[config.mk]
export PLATFORM = sky130hd
export DESIGN_NAME = uart_tx
export DESIGN_NICKNAME = d
export VERILOG_FILES = /design/src/rtl/uart_tx.sv
export SDC_FILE = /design/constraint.sdc
export NUM_CORES = 1
export LEC_CHECK = 0
export BUFFER_PORTS_ARGS = -buffer_cell sky130_fd_sc_hd__buf_2
export CAP_MARGIN = 0
export CORE_MARGIN = 2
export CORE_UTILIZATION = 51
export CTS_CLUSTER_SIZE = 40
export DETAILED_ROUTE_END_ITERATION = 12
export PLACE_DENSITY = 0.74
export SLEW_MARGIN = 30
export SYNTH_ARGS = -nofsm -noshare
export SYNTH_HDL_FRONTEND = slang
export SYNTH_SLANG_ARGS = --single-unit
[constraint.sdc]
create_clock -name clk -period 1.6 [get_ports clk]
set_input_delay 0.32 -clock clk [delete_from_list [all_inputs] [get_ports clk]]
set_output_delay 0.32 -clock clk [all_outputs]
set_load 0.02 [all_outputs]
[src/rtl/uart_tx.sv]
// uart_tx: UART transmitter with 16x-oversampled bit timing.
// Sends one frame per accepted request: a start bit, 8 data bits LSB first,
// an optional parity bit, then 1 or 2 stop bits. Each bit lasts 16 b_ticks.
// Ports:
//   clk      system clock
//   reset    asynchronous, active-high reset
//   b_tick   baud x16 tick, one clk wide
//   tx_start request to send tx_data; ignored while tx_busy is high
//   tx_data  byte to send; captured only when tx_start is accepted
//   tx       serial line, idle high (registered)
//   tx_busy  high from acceptance until the end of the frame (registered)
//   tx_done  one-clk pulse at the end of the frame (registered)
module uart_tx #(
  parameter int unsigned PARITY_EN  = 0,
  parameter int unsigned PARITY_ODD = 0,
  parameter int unsigned STOP_BITS  = 1
) (
  input  logic       clk,
  input  logic       reset,
  input  logic       b_tick,
  input  logic       tx_start,
  input  logic [7:0] tx_data,
  output logic       tx,
  output logic       tx_busy,
  output logic       tx_done
);

  if (STOP_BITS < 1 || STOP_BITS > 2) begin : g_bad_stop
    $error("uart_tx: STOP_BITS must be 1 or 2");
  end

  localparam logic       HAS_PARITY = (PARITY_EN != 0);
  localparam logic       ODD_INIT   = (PARITY_ODD != 0);
  localparam logic [2:0] LAST_STOP  = 3'(STOP_BITS - 1);

  typedef enum logic [2:0] {
    IDLE,
    START,
    DATA,
    PARITY,
    STOP
  } state_t;

  state_t     state, state_n;
  logic [3:0] tick_cnt, tick_cnt_n;
  logic [2:0] bit_cnt, bit_cnt_n;
  logic [7:0] shreg, shreg_n;
  logic       par, par_n;
  logic       tx_n, busy_n, done_n;
  logic       bit_end;

  assign bit_end = b_tick && (tick_cnt == 4'd15);

  always_comb begin
    state_n    = state;
    tick_cnt_n = tick_cnt;
    bit_cnt_n  = bit_cnt;
    shreg_n    = shreg;
    par_n      = par;
    busy_n     = tx_busy;
    done_n     = 1'b0;

    if (state != IDLE && b_tick) begin
      tick_cnt_n = tick_cnt + 4'd1;
    end

    unique case (state)
      IDLE: begin
        if (tx_start) begin
          shreg_n    = tx_data;
          par_n      = (^tx_data) ^ ODD_INIT;
          tick_cnt_n = '0;
          bit_cnt_n  = '0;
          busy_n     = 1'b1;
          state_n    = START;
        end
      end
      START: begin
        if (bit_end) begin
          state_n = DATA;
        end
      end
      DATA: begin
        if (bit_end) begin
          shreg_n   = {1'b0, shreg[7:1]};
          bit_cnt_n = bit_cnt + 3'd1;
          if (bit_cnt == 3'd7) begin
            state_n = HAS_PARITY ? PARITY : STOP;
          end
        end
      end
      PARITY: begin
        if (bit_end) begin
          bit_cnt_n = '0;
          state_n   = STOP;
        end
      end
      STOP: begin
        if (bit_end) begin
          // bit_cnt counts completed stop bits here (it is 0 on entry).
          if (bit_cnt == LAST_STOP) begin
            bit_cnt_n = '0;
            busy_n    = 1'b0;
            done_n    = 1'b1;
            state_n   = IDLE;
          end else begin
            bit_cnt_n = bit_cnt + 3'd1;
          end
        end
      end
      default: state_n = IDLE;
    endcase

    // Line level is decoded from the next state so tx stays a plain register
    // yet changes on the same edge as the state.
    unique case (state_n)
      START:   tx_n = 1'b0;
      DATA:    tx_n = shreg_n[0];
      PARITY:  tx_n = par_n;
      default: tx_n = 1'b1;
    endcase
  end

  always_ff @(posedge clk or posedge reset) begin
    if (reset) begin
      state    <= IDLE;
      tick_cnt <= '0;
      bit_cnt  <= '0;
      shreg    <= '0;
      par      <= 1'b0;
      tx       <= 1'b1;
      tx_busy  <= 1'b0;
      tx_done  <= 1'b0;
    end else begin
      state    <= state_n;
      tick_cnt <= tick_cnt_n;
      bit_cnt  <= bit_cnt_n;
      shreg    <= shreg_n;
      par      <= par_n;
      tx       <= tx_n;
      tx_busy  <= busy_n;
      tx_done  <= done_n;
    end
  end

endmodule

==> flow_summary_export.csv <==
group,metric,value,unit
drt,vias,948,
critical_path,path_class,"reg2reg",
power,power.density,1415,nW/µm²
die,die-area,2980,µm²
synth,postSynthCellCount,114,
timing,hold_viol_final,0,
final_layout,finalNonFillerCells,167,
grt,grt_pass1_vias,972,
die,rows,18,
drt,antenna_left,0,
timing,rsz0062_at_grt,"false",
clocking,clkTransAtPathRegs,130,ps
placement,place_area,1434,µm²
placement,gp_congestion,0.8118,
critical_path,crit_family,"flip-flops",
clocking,clk-insertion-delay-late,320,ps
placement,place_ws,-22.42,ps
clocking,clkSinkCount,22,
clocking,clockRootBuffer,"clkbuf_4",
placement,dp_cells,163,
grt,antenna_found_initial,0,
synth,ys_types,43,
critical_path,cpPeakStageDelay,440,ps
critical_path,path_cells,"ha_1, ha_1, or2_1, a21oi_2, o21ai_1, a2bb2oi_2",
synth,synthArstFlopShare,100.0,%
critical_path,worst-endpoint-required,1870,ps
synth,yosysSeqAreaShare,42.28,%
critical_path,cpMostUsedCell,"ha_1",
die,start_util,53.16,%
critical_path,r2r-end,"tx$_DFF_PP1_",
final_layout,final_cell_area,1514,µm²
placement,hpwl,1832,µm
drt,firstDrtPassIters,4,
clocking,clockBufferDepth,2,
synth,avgSynthCellArea,11.45,µm²
final_layout,drive_above_1_share,35.04,%
synth,synth_area,1305,µm²
hold_path,worstHoldPathType,"in2async",
synth,syn-num-nets,130,
final_layout,fin_util,61.67,%
clocking,htree_levels,1,
synth,synth_seq_cells,22,
die,pin_count,15,
synth,synth_edf_count,0,
timing,slew_headroom,72.32,%
timing,fin_skew,11.52,ps
timing,fin_crit_sh,95.45,%
drt,dr.first_iter.drc_count,17,
critical_path,crit_fanout,4,
critical_path,reg2reg_from,"bit_cnt[0]$_DFFE_PP0P_",
timing,worstMarginPinSlew,415.2,ps
job,cap_viol_max_count,0,
grt,grt_max_degree,23,
critical_path,reg2reg_depth,6,
synth,synth-main-ff-cell,"dfrtp_1",
grt,grt_pass1_wl,4395,µm
power,p_leak,0.6823,nW
final_layout,syn2layout_area_growth,16.01,%
drt,vias_per_cell,5.677,
drt,routed_wl,2431,µm
drt,drc,0,
die,core-area,2455,µm²
final_layout,num-nets-final,154,
timing,setup_viol,0,
critical_path,start_kind,"flop",
timing,min_period,1527,ps
critical_path,setup.worst_path.end_class,"flop",
timing,max_freq,0.6548,GHz
final_layout,antenna_cells,0,
drt,wl_per_cell,14.56,µm
clocking,cts_setup_buffers,0,
die,die_h,54.59,µm
timing,hold_slack,2.496,ps
timing,worst_slack,72.77,ps
critical_path,path_depth,6,
power,peakVddDrop,887.2,µV
die,dieWidth,54.59,µm
placement,port-buffer-count,14,
critical_path,worstPathArrival,1790,ps
synth,yosysWarningCount,0,
grt,grt_usage,20.57,%
grt,grt_overflow,0,
outcome,outcome,"completed",
critical_path,rrSetupSlack,70,ps
critical_path,cp_slowest_cell,"dfrtp_1",
timing,drv_slew,0,
critical_path,crit_buf_inv,0,
clocking,cts_inserted_buffers,3,
clocking,cts_tree,"yes",
==> worst min-delay path, delay by kind of cell <==
family   cells  cell delay, ps
buf+inv      3             410
==> kinds of logic (layout without fill, tap and decap cells) <==
logic type	after synthesis	after routing	share of synthesized area, %
compound gates	31	31	21.00
xor+xnor	10	10	6.712
fa+ha+maj	4	4	3.835
buf+inv	10	33	5.848
flops	22	22	42.28
mux	4	4	4.218
simple gates	33	33	16.11
==> registers in the layout (all words and copies together), names as in the netlist <==
signal and cells:
bit_cnt 3, tick_cnt 4, tx 1, tx_busy 1
state 3, tx_done 1, shreg 8, par 1
==> how the worst max path moves through the flow <==
| stage | end | slack [ps] | from |
|---|---|---|---|
| floorplan | bit_cnt[0]$_DFFE_PP0P_ | 20 | tick_cnt[0]$_DFF_PP0_ |
| global placement | bit_cnt[2]$_DFFE_PP0P_ | 50 | tick_cnt[0]$_DFF_PP0_ |
| detailed placement | bit_cnt[2]$_DFFE_PP0P_ | -20 | tick_cnt[1]$_DFF_PP0_ |
| CTS | bit_cnt[2]$_DFFE_PP0P_ | 20 | tick_cnt[1]$_DFF_PP0_ |
| global route | tx$_DFF_PP1_ | 6 | bit_cnt[0]$_DFFE_PP0P_ |
| finish | tx$_DFF_PP1_ | 70 | bit_cnt[0]$_DFFE_PP0P_ |
==> final cells by class <==
| cell class | instances | area, µm² |
|---|---|---|
| tap | 30 | 37.54 |
| sequential | 22 | 551.8 |
| multi-input combinational | 82 | 704.4 |
| timing repair buffer | 25 | 152.6 |
| inverter | 4 | 15.01 |
| clock buffer | 3 | 22.52 |
| fill | 212 | 940.9 |
| clock inverter | 1 | 30.03 |
==> metal layers <==
layer | track usage, % | up-vias | share of wire [%]
li1 | - | 462 | -
met1 | 28.01 | 473 | 46
met2 | 32.74 | 9 | 50
met3 | 3.279 | 4 | 2.3
met4 | 7.500 | 0 | 1.1
met5 | 0 | - | 0
==> through the flow <==
stage | total power [W] | TNS [ps]
floorplan | 0.001464 | 0
global placement | 0.001629 | 0
detailed placement | 0.001668 | -63.90
CTS | 0.002107 | 0
global route | 0.002294 | 0
finish | 0.002142 | 0
==> cell usage in the layout (no fill, tap or decap), types with 2 or more instances in the layout <==
master	netlist	routed
o21ai_1	2	2
xor2_1	3	3
clkbuf_4	0	3
nor3b_1	2	2
a22oi_1	7	7
buf_2	1	14
buf_4	0	11
a21oi_1	3	2
o2bb2ai_1	6	6
ha_1	4	3
mux2_4	3	3
nor2_1	10	10
nand4_1	2	2
nor2b_1	4	4
inv_1	4	4
dfrtp_1	21	21
nand2b_1	2	2
or2_1	3	3
xnor2_1	7	7
==> cell usage after synthesis, types with 2 or more instances <==
library cell	count	area (µm²)
a21oi_1	3	15.01
a22oi_1	7	52.55
buf_6	5	56.30
dfrtp_1	21	525.5
ha_1	4	50.05
inv_1	4	15.01
mux2_4	3	45.04
nand2b_1	2	12.51
nand4_1	2	12.51
nor2_1	10	37.54
nor2b_1	4	25.02
nor3b_1	2	15.01
o21ai_1	2	10.01
o2bb2ai_1	6	52.55
or2_1	3	18.77
xnor2_1	7	61.31
xor2_1	3	26.28
==> timing repair <==
action,CTS,global route
hold buffers,0,0
endpoints found under the setup margin,3,5
pin swaps,0,1
resized for setup,2,4
==> report_power, final <==
part           internal (W)  switching [W]  total, W
sequential         0.000741       0.000138  0.000880
combinational      0.000418       0.000409  0.000828
clock              0.000253       0.000181  0.000434
(Power assumes the default switching activity.)
